===== src/rtl/key_scan_encoder.sv =====
// Six-button scanner: two-flop synchroniser, tick-enabled debounce FSM and
// single-owner key encoder with press pulse and long-press flag.
module key_scan_encoder #(
  parameter int CLK_DIV     = 50000,
  parameter int DEBOUNCE_MS = 20,
  parameter int LONG_MS     = 1000,
  parameter int NUM_KEYS    = 6
) (
  input  logic                clk,
  input  logic                reset,
  input  logic [NUM_KEYS-1:0] key_in,
  output logic                key_vaild,
  output logic [3:0]          key_code,
  output logic                key_press,
  output logic                key_long
);

  localparam int DIV_W  = (CLK_DIV > 1) ? $clog2(CLK_DIV) : 1;
  localparam int DB_W   = $clog2(DEBOUNCE_MS + 1);
  localparam int HOLD_W = $clog2(LONG_MS + 1);

  localparam logic [DIV_W-1:0]  DIV_LAST = DIV_W'(CLK_DIV - 1);
  localparam logic [DIV_W-1:0]  DIV_ONE  = DIV_W'(1);
  localparam logic [DB_W-1:0]   DB_LAST  = DB_W'(DEBOUNCE_MS - 1);
  localparam logic [DB_W-1:0]   DB_ONE   = DB_W'(1);
  localparam logic [HOLD_W-1:0] HOLD_MAX = HOLD_W'(LONG_MS);
  localparam logic [HOLD_W-1:0] HOLD_PRE = HOLD_W'(LONG_MS - 1);
  localparam logic [HOLD_W-1:0] HOLD_ONE = HOLD_W'(1);

  typedef enum logic [1:0] {IDLE, PRESS_DB, PRESSED, RELEASE_DB} state_t;

  logic [NUM_KEYS-1:0] sync_a, sync_b, pressed;
  logic [DIV_W-1:0]    div_cnt;
  logic                tick;
  state_t              state;
  logic [3:0]          cand;
  logic [DB_W-1:0]     db_cnt;
  logic [HOLD_W-1:0]   hold_cnt;
  logic                any_pressed, cand_pressed;
  logic [3:0]          lowest;

  // Released level is all-ones, so reset preloads the synchroniser with it.
  always_ff @(posedge clk or posedge reset) begin
    if (reset) begin
      sync_a <= '1;
      sync_b <= '1;
    end else begin
      sync_a <= key_in;
      sync_b <= sync_a;
    end
  end

  assign pressed = ~sync_b;

  always_ff @(posedge clk or posedge reset) begin
    if (reset)     div_cnt <= '0;
    else if (tick) div_cnt <= '0;
    else           div_cnt <= div_cnt + DIV_ONE;
  end

  assign tick = (div_cnt == DIV_LAST);

  always_comb begin
    any_pressed  = |pressed;
    lowest       = 4'hF;
    cand_pressed = 1'b0;
    for (int i = NUM_KEYS - 1; i >= 0; i--) begin
      if (pressed[i]) lowest = 4'(i);
    end
    for (int i = 0; i < NUM_KEYS; i++) begin
      if (cand == 4'(i)) cand_pressed = pressed[i];
    end
  end

  always_ff @(posedge clk or posedge reset) begin
    if (reset) begin
      state     <= IDLE;
      cand      <= 4'h0;
      db_cnt    <= '0;
      hold_cnt  <= '0;
      key_vaild <= 1'b0;
      key_code  <= 4'hF;
      key_press <= 1'b0;
      key_long  <= 1'b0;
    end else begin
      key_press <= 1'b0;
      if (tick) begin
        case (state)
          IDLE: begin
            if (any_pressed) begin
              cand   <= lowest;
              db_cnt <= DB_ONE;
              state  <= PRESS_DB;
            end
          end
          PRESS_DB: begin
            if (cand_pressed) begin
              if (db_cnt == DB_LAST) begin
                state     <= PRESSED;
                key_code  <= cand;
                key_vaild <= 1'b1;
                key_press <= 1'b1;
                hold_cnt  <= '0;
                db_cnt    <= '0;
              end else begin
                db_cnt <= db_cnt + DB_ONE;
              end
            end else begin
              state  <= IDLE;
              db_cnt <= '0;
            end
          end
          PRESSED: begin
            if (cand_pressed) begin
              if (hold_cnt != HOLD_MAX) begin
                hold_cnt <= hold_cnt + HOLD_ONE;
                if (hold_cnt == HOLD_PRE) key_long <= 1'b1;
              end
            end else begin
              db_cnt <= DB_ONE;
              state  <= RELEASE_DB;
            end
          end
          RELEASE_DB: begin
            if (!cand_pressed) begin
              if (db_cnt == DB_LAST) begin
                state     <= IDLE;
                key_vaild <= 1'b0;
                key_long  <= 1'b0;
                db_cnt    <= '0;
              end else begin
                db_cnt <= db_cnt + DB_ONE;
              end
            end else begin
              // Bounce back to held; hold_cnt resumes on the following tick.
              state  <= PRESSED;
              db_cnt <= '0;
            end
          end
          default: state <= IDLE;
        endcase
      end
    end
  end

endmodule


===== config.mk =====
export PLATFORM = sky130hd
export DESIGN_NAME = key_scan_encoder
export DESIGN_NICKNAME = d
export VERILOG_FILES = /design/src/rtl/key_scan_encoder.sv
export SDC_FILE = /design/constraint.sdc
export NUM_CORES = 1
export LEC_CHECK = 0
export ABC_AREA = 0
export BUFFER_PORTS_ARGS = -buffer_cell sky130_fd_sc_hd__buf_4
export CORE_MARGIN = 4
export CORE_UTILIZATION = 54
export DETAILED_ROUTE_END_ITERATION = 8
export GPL_TIMING_DRIVEN = 0
export PLACE_DENSITY = 0.84
export SYNTH_ARGS = -nofsm -noshare
export SYNTH_HDL_FRONTEND = slang
export SYNTH_SLANG_ARGS = --single-unit

===== constraint.sdc =====
create_clock -name clk -period 2 [get_ports clk]
set_input_delay 0.4 -clock clk [delete_from_list [all_inputs] [get_ports clk]]
set_output_delay 0.4 -clock clk [all_outputs]
set_load 0.1 [all_outputs]

==> results of run 1 <==
==> layout make-up <==
type	instances	area, um^2
timing repair buffer	30	249
sequential	56	1420
multi-input combinational	166	1210
buffer	6	32.5
fill	348	1570
inverter	10	37.5
tap	54	67.6
clock buffer	5	68.8
clock inverter	3	28.8
==> cell usage in the layout, fill, tap and decap left out, types with 4 or more instances in the layout <==
cell type and n:
sky130_fd_sc_hd__o21ai_1 7, sky130_fd_sc_hd__dfstp_2 16, sky130_fd_sc_hd__o21ai_0 12, sky130_fd_sc_hd__a31oi_1 4, sky130_fd_sc_hd__xnor2_1 5, sky130_fd_sc_hd__nand2_1 23
sky130_fd_sc_hd__inv_1 9, sky130_fd_sc_hd__nor3_1 4, sky130_fd_sc_hd__buf_4 26, sky130_fd_sc_hd__and3_1 4, sky130_fd_sc_hd__nand4_1 4, sky130_fd_sc_hd__dfrtp_1 39
sky130_fd_sc_hd__xor2_1 8, sky130_fd_sc_hd__buf_6 4, sky130_fd_sc_hd__o31ai_1 5, sky130_fd_sc_hd__nor2_1 20, sky130_fd_sc_hd__nand3_1 12, sky130_fd_sc_hd__clkbuf_8 5
sky130_fd_sc_hd__nor2b_1 4
==> metal layers <==
layer,GRT usage [%],vias to the layer above,wire (um)
li1,-,931,-
met1,22.0,921,2170
met2,28.5,53,2540
met3,4.06,14,248
met4,7.47,0,146
met5,0,-,0
==> report_power, final <==
part	leakage, nW	internal (W)	switching [W]
combinational	0.615	0.0000269	0.0000362
clock	0.0511	0.000265	0.000392
sequential	0.710	0.00115	0.00000865
total	1.38	0.00145	0.000436
==> metrics by stage <==
stage	total power, W	std cells	utilization, %	setup slack (ns)
final	0.00188	330	66.5	-0.172
after global routing	0.00196	330	66.5	-0.241
after CTS	0.00190	323	64.2	-0.126
after detailed placement	0.00124	307	59.7	-0.374
after global placement	0.00123	306	59.3	-0.372
after floorplan	0.00121	238	-	-0.0684
==> state kept, by name (all words and copies together) (netlist names), named ones only <==
signal	count
db_cnt	5
key_code	4
key_long	1
key_press	1
key_vaild	1
div_cnt	16
state	1
cand	4
sync_b	6
hold_cnt	10
sync_a	6
==> critical path: stages (launching register included) <==
cell and delay (ns):
sky130_fd_sc_hd__dfrtp_1 0.44, sky130_fd_sc_hd__mux4_2 0.57, sky130_fd_sc_hd__a2bb2oi_4 0.18, sky130_fd_sc_hd__a211o_1 0.28, sky130_fd_sc_hd__or2_1 0.25, sky130_fd_sc_hd__buf_6 0.15
sky130_fd_sc_hd__o41ai_2 0.20
==> Yosys cell counts, types with 2 or more instances <==
library cell	number
sky130_fd_sc_hd__a31oi_1	4
sky130_fd_sc_hd__and2_1	2
sky130_fd_sc_hd__and3_1	4
sky130_fd_sc_hd__and4bb_2	3
sky130_fd_sc_hd__clkbuf_1	5
sky130_fd_sc_hd__dfrtp_1	40
sky130_fd_sc_hd__dfstp_2	16
sky130_fd_sc_hd__ha_1	4
sky130_fd_sc_hd__inv_1	10
sky130_fd_sc_hd__mux2_2	4
sky130_fd_sc_hd__nand2_1	23
sky130_fd_sc_hd__nand3_1	13
sky130_fd_sc_hd__nand3b_1	2
sky130_fd_sc_hd__nand4_1	4
sky130_fd_sc_hd__nand4b_1	2
sky130_fd_sc_hd__nor2_1	21
sky130_fd_sc_hd__nor2b_1	4
sky130_fd_sc_hd__nor3_1	5
sky130_fd_sc_hd__nor3b_1	2
sky130_fd_sc_hd__nor4_1	2
sky130_fd_sc_hd__o21a_1	2
sky130_fd_sc_hd__o21ai_0	19
sky130_fd_sc_hd__o311a_1	2
sky130_fd_sc_hd__o31ai_1	7
sky130_fd_sc_hd__o41ai_2	2
sky130_fd_sc_hd__or4_1	2
sky130_fd_sc_hd__xnor2_1	6
sky130_fd_sc_hd__xor2_1	8
==> timing repair <==
action                     CTS  global route
setup endpoints to repair   23            21
pin swaps                    2             2
gates resized for setup     14            19
setup buffers                8             8
==> final timing paths <==
kind                                           from                       to  slack, ns  cells past startpoint
max in group asynchronous                     reset    div_cnt[11]$_DFF_PP0_       1.32                      3
worst min register to register  sync_a[4]$_DFF_PP1_      sync_b[4]$_DFF_PP1_       0.36                      0
worst max-delay path            cand[0]$_DFFE_PP0P_  hold_cnt[8]$_DFFE_PP0P_      -0.17                      6
worst max register to register  cand[0]$_DFFE_PP0P_  hold_cnt[8]$_DFFE_PP0P_      -0.17                      6
min in group clk                          key_in[3]      sync_a[3]$_DFF_PP1_       0.18                      1
worst min-delay path                          reset  hold_cnt[0]$_DFFE_PP0P_       0.14                      2
==> logic make-up after synthesis <==
| family | count (synthesis) | synth area share (%) |
|---|---|---|
| adders and majority gates | 4 | 1.92 |
| AOI/OAI and AO/OA | 46 | 13.2 |
| muxes | 6 | 2.97 |
| DFF | 56 | 54.5 |
| buffers and inverters | 16 | 2.59 |
| and+or+nand+nor | 96 | 20.2 |
| xor gates and xnor gates | 14 | 4.70 |
==> summary by stage, run 1 <==
Outcome
The checks that failed: negative setup slack. The run finished, with violations left.

Clocking
TritonCTS created 5 clock buffers. In this run the clock root is driven by a sky130_fd_sc_hd__clkbuf_8. For this design, the sink count on the clock tree is 56. After clock tree synthesis, the clock-pin slew on the worst setup and hold paths is 0.11 ns. The deepest level of the CTS H-tree is 2. Hold repair after CTS inserted 0 buffers. The maximum buffer depth of the clock tree is 2. TritonCTS built the clock tree. The later pin in the worst-skew pair is clocked with a latency of 0.31 ns.

Critical path
The setup path with the least slack is of type reg2reg. The nature of the critical path endpoint is a flop. The maximum fanout count along the critical path is 9. For the worst setup path, the data required time is 2.21 ns.

The nature of the critical path startpoint is a flop. The worst path arrival time is 2.38 ns.

Cells and area
The area growth from synthesis to layout is 19.6%. The repair_antennas step left the layout with diodes totalling 0. Once layout is done, the placed cells without fillers occupy 3120 um^2. Cells with a size suffix above 1 make up 29.7% of the layout. For this run, the post-layout net count is 287.

Routing
The mean number of vias per cell is 5.82. The per-cell routed wire length is 15.5 um. The detailed router placed 1919 vias in this run. For this block, the routed nets add up to 5110 um of wire. The detailed-routing iteration count for the pre-antenna-repair pass is 4.

The starting DRC count in detailed routing is 217. For this run, design rule violations remaining after detail routing come to 0. The count of nets left with antenna violations once routing finished came out at 0.

Place
The number of input and output port buffers inserted is 14. The weighted congestion at the end of routability-driven global placement is 0.771. The post-detailed-placement cell area is 2800 um^2. The placed wire-length estimate is 3140 um.

Logic synthesis
The fraction of the yosys area taken by sequential cells is 54.5%. The average cell area after synthesis is 11.0 um^2. In this run the biggest area consumer among cell types represents 38.4% of the synthesized area.

Among all flip-flop cells after synthesis, the most frequent one is sky130_fd_sc_hd__dfrtp_1. Counting flops with a built-in enable in the synthesized netlist gives 0. The count of cell types in the netlist is 48.

The summed instance area of the synthesized netlist is 2610 um^2. For this run, the number of Yosys warnings is 0. The count of state elements after synthesis is 56.

The post-synthesis async set-or-reset flop share is 100%. The gate count after technology mapping is 238. Sorting the synthesized cells by area gives the leading types as sky130_fd_sc_hd__dfrtp_1 38%, sky130_fd_sc_hd__dfstp_2 16%, sky130_fd_sc_hd__o21ai_0 3.6%, sky130_fd_sc_hd__nand2_1 3.3%, sky130_fd_sc_hd__nor2_1 3.0%. The synthesized design spends more area on one cell type than any other, namely sky130_fd_sc_hd__dfrtp_1. Counting every net in the synthesized netlist gives 250.

Global route
Entering global routing, the biggest net connects 30 pins. The total track usage is 17.4%. The first global-routing pass estimated 8470 um of wire.

The number of antenna violations at the first check in global routing is 0. The number of global-route vias before repair is 1903. After global routing the overflow that remains totals 0.

STA
At the pin with the least slew margin, the transition time is 0.560 ns. The aggregate negative setup slack is -1.34 ns. The routed design could run at a clock period as short as 2.17 ns. Across all setup checks in the final design, the least slack found is -0.172 ns.

The total setup violations reported at the end of the flow is 16. The final number of hold-violating endpoints came to 0. On the final layout, the worst hold slack is 0.136 ns.

The clock skew is 0.00936 ns. The max-slew violation total from the final report is 0. Based on the critical path, the design can be clocked at up to 460 MHz. Setup repair after global routing could not meet its margin everywhere.

The final critical path takes up 109% of the cycle. The max-slew headroom at the worst pin is 62.3%.

Floorplanning
The floorplan step set the die height to 77.5 um. The die covers 6010 um^2. In this run the count of I/O pins placed on the die edge is 15. The core region is 4690 um^2.

The initialized floorplan defines 25 standard-cell rows. In this run the horizontal extent of the chip is 77.5 um. The initial core utilization is 55.6%.

Power
For this design the ratio of total power to cell area is 603 nW/um^2. The maximum vdd ir drop is 0.458 mV. The static leakage is 1.38 nW.

Flow run
The tool flagged a number of max-cap violations equal to 0.

Worst hold path
The path category of the worst min-delay check is in2async.
(Power assumes the default switching activity.)
==> run 2, diff against run 1 <==
Settings changed: REMOVE_ABC_BUFFERS set to 1.
==> summary by stage, run 2 (synthesis results as in run 1) <==
Routing
The mean number of vias per cell is 6.10 (+5.0%). The post-detailed-route count of antenna-violating nets is 0 (unchanged). The starting DRC count in detailed routing is 133 (-39%). The vias after detailed routing is 2002 (+4.3%). The per-cell routed wire length was 17.4 um (+12%).

The number of DRC violations after detailed routing came to 0 (unchanged). The routed wire length was 5710 um (+12%). The detailed-routing iteration count for the pre-antenna-repair pass is 5 (+1).

STA
The max-slew violation total from the final report is 0 (unchanged). The final worst-path setup slack is -0.0869 ns (+0.0854 ns). The top achievable clock speed is 479 MHz (+4.1%). The worst-case hold slack came to 0.105 ns (-0.0314 ns). The share of the clock period used by the worst path is 104% (-4.3 points). The transition at the pin with the smallest max-transition slack came to 0.577 ns (+0.0173 ns). The total setup violations reported at the end of the flow came to 16 (unchanged). Setup repair after global routing could not meet its margin everywhere. The clock skew is 0.00801 ns (-0.00135 ns).

The post-route minimum period is 2.09 ns (-0.0854 ns). The max-slew headroom at the worst pin is 61.2% (-1.2 points). The final number of hold-violating endpoints is 0 (unchanged).

Clocking
The number of sinks driven by the clock tree was 56 (unchanged). The insertion delay of the later-clocked pin in the worst-skew pair was 0.31 ns (about the same). The clock-pin transition on the worst setup and hold timing paths is 0.10 ns (about the same). The post-cts hold buffer count came to 0 (unchanged). The total CTS buffers is 5 (unchanged). The maximum buffer depth of the clock tree is 2 (unchanged). The deepest level of the CTS H-tree is 2 (unchanged).

TritonCTS built the clock tree. In this run the clock root is driven by a sky130_fd_sc_hd__clkbuf_8.

Global route
The number of antenna violations at the first check in global routing is 0 (unchanged). The pin count of the biggest net entering global routing is 36 (+20%). The number of global-route vias before repair is 1896 (-0.37%). The leftover overflow at the end of global routing is 0 (unchanged).

The total track usage is 18.3% (+0.93 points). The wire length of the first global-routing pass is 8830 um (+4.3%).

Critical path
The kind of cell with the highest combined delay on the critical path is simple AND/OR/NAND/NOR gates. The number of buffer and inverter instances along the worst setup path is 1 (unchanged). The nature of the critical path startpoint is a flop. The highest-delay cell along the critical path is sky130_fd_sc_hd__dfrtp_1. The required time of the worst setup path is 2.22 ns (about the same). The maximum fanout count along the critical path is 5 (-4). The count of cells along the worst register-to-register path is 6 (unchanged).

The worst path arrival time is 2.30 ns (-0.08 ns). Traced cell by cell, the critical path runs through nor4b_4, nand4b_1, buf_4, a211o_4, or2_4, o41ai_4. The number of cells on the critical path came to 6 (unchanged). The largest stage delay on the critical path is 0.43 ns (-0.14 ns). The worst setup path is captured at a flop. The worst setup slack for register-to-register paths was -0.09 ns (+0.09 ns). The start-to-end type of the worst setup path is reg2reg.

Cells and area
The number of antenna repair diodes is 0 (unchanged). The largest registers in the layout are div_cnt (16), hold_cnt (10). The most common cell after layout, fill and taps aside is sky130_fd_sc_hd__dfrtp_1.

Leaving out fill and tap cells, the most frequent cells in the layout are 39 x sky130_fd_sc_hd__dfrtp_1, 29 x sky130_fd_sc_hd__buf_4, 23 x sky130_fd_sc_hd__nand2_1. The area overhead of the layout relative to synthesis is 24.4%. The final cell utilization of the core is 69.2% (+2.6 points). The number of flip-flops in the largest register is 16 (unchanged). The share of layout cells above drive strength 1 is 33.6% (+3.9 points). The register with the highest flop count is div_cnt. The summed area of non-filler cells in the final layout is 3250 um^2 (+4.0%). The layout net count is 285 (-0.70%).

Place
The post-detailed-placement cell area came to 2770 um^2 (-1.1%). The number of input and output port buffers inserted is 14 (unchanged). The weighted congestion at the end of routability-driven global placement came to 0.828 (+7.4%). The post-placement setup slack is -0.722 ns (-0.348 ns). The placed wire-length estimate is 3250 um (+3.5%).

Worst hold path
In this run the worst hold path is classified as in2async.

Flow run
The number of max-capacitance violations reported is 0 (unchanged).

Power
The static leakage came to 1.46 nW (+5.8%). The power per cell area came to 589 nW/um^2 (-2.4%). The maximum vdd ir drop was 0.498 mV (+8.7%).

Floorplanning
The overall die area came to 6010 um^2 (unchanged). The area of the core is 4690 um^2 (unchanged). The initial core utilization is 55.6% (unchanged).

The die span in x came to 77.5 um (unchanged). The total number of placement rows is 25 (unchanged). The number of ports placed on the die boundary is 15 (unchanged). The height of the die is 77.5 um (unchanged).

Outcome
The checks that failed: negative setup slack. The flow ran to the end, but the final reports show violations.
run 2: changes by cell type in the layout (fill, tap and decap cells not counted), sizes merged:
cell	previous run	this run
clkinvlp	0	1
inv	13	10
clkbuf	10	6
or2	2	3
clkinv	0	1
buf	31	33
run 2: repair_timing:
| action | 4_1_cts | 5_1_grt |
|---|---|---|
| resized for setup | 29 | 24 |
| pin swaps | 12 | 7 |
| endpoints found under the hold margin | 0 | 0 |
| endpoints found under the setup margin | 25 | 23 |
| setup buffers | 10 | 8 |
| gates cloned | 1 | 0 |
run 2: report_power, final:
group          internal, W  total (W)  switching (W)
logic            0.0000222  0.0000569      0.0000348
clock network     0.000321   0.000693       0.000372
registers          0.00115    0.00116     0.00000692
total              0.00150    0.00191       0.000413
run 2: routing by layer:
layer	track usage [%]	part of all wire, %	vias to the layer above
met2	32.5	54	54
met3	2.90	3.3	15
li1	-	-	926
met1	22.3	40	1007
met5	0	0	-
met4	6.94	2.9	0
run 2: through the flow:
stage	TNS (ns)	power, W	cells
final	-0.697	0.00191	328
after global routing	-2.24	0.00199	328
after CTS	-0.662	0.00192	320
after detailed placement	-8.47	0.00124	301
after global placement	-21.47	0.00123	300
after floorplan	-1.47	0.00121	232
run 2: final cells by class:
type	instances	area, um^2
multi-input cells	167	1340
clock inverters	2	12.5
inverters	10	37.5
repair buffers	33	272
well taps	54	67.6
fillers	315	1450
clock buffers	6	93.8
flip-flops and latches	56	1420
run 2: path summary, 6_finish.rpt:
| kind | from | to |
|---|---|---|
| worst max register to register | div_cnt[10]$_DFF_PP0_ | hold_cnt[7]$_DFFE_PP0P_ |
| worst min-delay path | reset | cand[3]$_DFFE_PP0P_ |
| max in group asynchronous | reset | sync_b[4]$_DFF_PP1_ |
| worst min register to register | sync_a[4]$_DFF_PP1_ | sync_b[4]$_DFF_PP1_ |
| min in group clk | key_in[3] | sync_a[3]$_DFF_PP1_ |
| worst max-delay path | div_cnt[10]$_DFF_PP0_ | hold_cnt[7]$_DFFE_PP0P_ |
==> run 3, diff against run 2 <==
Settings changed: CORE_UTILIZATION 54 to 35, PLACE_DENSITY 0.84 to 0.62.
==> summary by stage, run 3 (synthesis results as in run 1) <==
Worst hold path
The path category of the worst min-delay check is in2async.

Power
The maximum vdd ir drop came to 0.329 mV (-34%). The power per cell area is 598 nW/um^2 (+1.5%). The post-route total power is 0.00190 W (-0.73%). The static leakage is 1.40 nW (-3.8%).

Critical path
The start-to-end type of the worst setup path is reg2reg. The required time of the worst setup path is 2.23 ns (about the same). Among all stages on the critical path, the largest delay is contributed by sky130_fd_sc_hd__mux4_2. Traced cell by cell, the critical path runs through mux4_2, a2bb2oi_4, a211o_4, or2_4, o41ai_4. The worst path arrival time is 2.29 ns (about the same). On the critical path the largest part of the delay comes from compound AO/OA/AOI/OAI gates. The number of buffer and inverter instances along the worst setup path came to 0 (-1). The worst setup path is launched from a flop.

The maximum fanout count along the critical path is 8 (+3). The worst setup path is captured at a flop. The largest stage delay on the critical path was 0.55 ns (+0.12 ns).

Place
The number of input and output port buffers inserted came to 14 (unchanged). The post-placement setup slack is -0.670 ns (+0.0517 ns). The weighted congestion at the end of routability-driven global placement is 0.765 (-7.7%). The placed wire-length estimate is 3180 um (-2.2%).

Cells and area
The largest registers in the layout are div_cnt (16), hold_cnt (10). The share of layout cells above drive strength 1 was 31.7% (-1.8 points). Ranked by flip-flop count, first place goes to div_cnt.

Leaving out fill and tap cells, the most frequent cells in the layout are 39 x sky130_fd_sc_hd__dfrtp_1, 27 x sky130_fd_sc_hd__buf_4, 23 x sky130_fd_sc_hd__nand2_1. The most common cell after layout, fill and taps aside is sky130_fd_sc_hd__dfrtp_1. The final cell utilization of the core is 43.7% (-25 points). The number of flip-flops in the largest register was 16 (unchanged). Compared with the post-synthesis result, the final layout area differs by 21.6%. The number of antenna repair diodes came to 0 (unchanged). The layout net count came to 282 (-1.1%).

STA
The transition at the pin with the smallest max-transition slack was 0.595 ns (+0.0176 ns). The post-route minimum period is 2.06 ns (-0.0261 ns). The final worst-path setup slack came to -0.0608 ns (+0.0261 ns). The max-slew headroom at the worst pin came to 60.0% (-1.2 points). The final number of hold-violating endpoints is 0 (unchanged). The clock skew was 0.00885 ns (+0.000835 ns). The top achievable clock speed came to 485 MHz (+1.3%).

The total setup violations reported at the end of the flow is 14 (-2). Setup repair after global routing could not meet its margin everywhere. The max-slew violation total from the final report was 0 (unchanged). The share of the clock period used by the worst path came to 103% (-1.3 points). The worst-case hold slack was 0.112 ns (+0.00685 ns).

Routing
The routed wire length is 4840 um (-15%). The starting DRC count in detailed routing is 78 (-41%). The mean number of vias per cell was 5.02 (-18%). The detailed-routing iteration count for the pre-antenna-repair pass came to 4 (-1). The per-cell routed wire length is 13.1 um (-25%). The number of DRC violations after detailed routing is 0 (unchanged).

The post-detailed-route count of antenna-violating nets is 0 (unchanged). The vias after detailed routing was 1857 (-7.2%).

Clocking
The deepest level of the CTS H-tree is 2 (unchanged). TritonCTS built the clock tree. The total CTS buffers is 5 (unchanged).

The insertion delay of the later-clocked pin in the worst-skew pair is 0.32 ns (about the same). The post-cts hold buffer count is 0 (unchanged). The number of sinks driven by the clock tree was 56 (unchanged). The cell sitting at the root of the clock tree is a sky130_fd_sc_hd__clkbuf_8. The clock-pin transition on the worst setup and hold timing paths came to 0.11 ns (about the same). The maximum buffer depth of the clock tree is 2 (unchanged).

Global route
The wire length of the first global-routing pass came to 8600 um (-2.6%). The total track usage is 12.0% (-6.3 points). The number of antenna violations at the first check in global routing came to 0 (unchanged). The number of global-route vias before repair is 1884 (-0.63%). The leftover overflow at the end of global routing is 0 (unchanged).

The pin count of the biggest net entering global routing is 35 (-2.8%).

Floorplanning
The total number of placement rows is 31 (+24%). The height of the die is 94.4 um (+22%). The die span in x is 94.4 um (+22%). The overall die area is 8900 um^2 (+48%). The initial core utilization is 36.0% (-20 points). The area of the core was 7250 um^2 (+55%). The number of ports placed on the die boundary came to 15 (unchanged).

Flow run
The number of max-capacitance violations reported was 0 (unchanged).

Outcome
The checks that failed: negative setup slack. The flow ran to the end, but the final reports show violations.
## run 3: cell count changes in the layout (fill, tap and decap cells not counted), moves of 2 or more
cell | previous run | this run
sky130_fd_sc_hd__inv_6 | 0 | 2
sky130_fd_sc_hd__o21ai_1 | 4 | 7
sky130_fd_sc_hd__o21ai_4 | 5 | 0
sky130_fd_sc_hd__o21ai_2 | 1 | 3
sky130_fd_sc_hd__o31ai_4 | 3 | 0
sky130_fd_sc_hd__buf_4 | 29 | 27
sky130_fd_sc_hd__o31ai_2 | 2 | 4
## run 3: cell type report
cell class / instances / area [um^2]
multi-input cells: 166 / 1230
fillers: 701 / 4080
well taps: 99 / 124
clock inverters: 3 / 28.8
inverters: 10 / 37.5
repair buffers: 31 / 256
flip-flops and latches: 56 / 1420
clock buffers: 5 / 68.8
## run 3: worst paths after layout
| path | slack, ns | cells after the start | from | endpoint |
|---|---|---|---|---|
| max | -0.06 | 5 | cand[0]$_DFFE_PP0P_ | hold_cnt[8]$_DFFE_PP0P_ |
| min in group clk | 0.17 | 1 | key_in[3] | sync_a[3]$_DFF_PP1_ |
| min reg2reg | 0.36 | 0 | sync_a[0]$_DFF_PP1_ | sync_b[0]$_DFF_PP1_ |
| max in group asynchronous | 1.27 | 3 | reset | key_code[3]$_DFFE_PP1P_ |
| max reg2reg | -0.06 | 5 | cand[0]$_DFFE_PP0P_ | hold_cnt[8]$_DFFE_PP0P_ |
| min | 0.11 | 2 | reset | div_cnt[5]$_DFF_PP0_ |
## run 3: per-stage QoR
stage	std cells	instance area [um^2]	TNS (ns)
floorplan	232	2580	-1.47
global placement	345	2810	-27.06
detailed placement	346	2830	-7.64
CTS	365	3070	-1.06
global route	370	3170	-1.95
finish	370	3170	-0.426
## run 3: worst register-to-register path: cells and delay by family, from the launching register on
kind | cells | cell delay, ns
compound gates | 3 | 0.74
simple gates | 1 | 0.30
flops | 1 | 0.39
mux | 1 | 0.55
## run 3: routing by layer
| metal | GRT usage [%] | part of all wire (%) | vias up |
|---|---|---|---|
| met2 | 20.1 | 50 | 23 |
| met1 | 15.4 | 46 | 913 |
| met3 | 2.63 | 3.4 | 6 |
| met5 | 0 | 0 | - |
| met4 | 4.33 | 1.4 | 0 |
| li1 | - | - | 915 |
## run 3: power breakdown
| group | leakage (nW) | total, W | internal (W) | switching [W] |
|---|---|---|---|---|
| Combinational | 0.639 | 0.0000576 | 0.0000233 | 0.0000343 |
| Sequential | 0.710 | 0.00116 | 0.00115 | 0.00000670 |
| Clock | 0.0511 | 0.000678 | 0.000265 | 0.000413 |
## run 3: timing repair
action / 4_1_cts / 5_1_grt
endpoints found under the setup margin: 23 / 20
gates resized for setup: 22 / 17
setup buffers: 11 / 5
pin swaps: 12 / 3
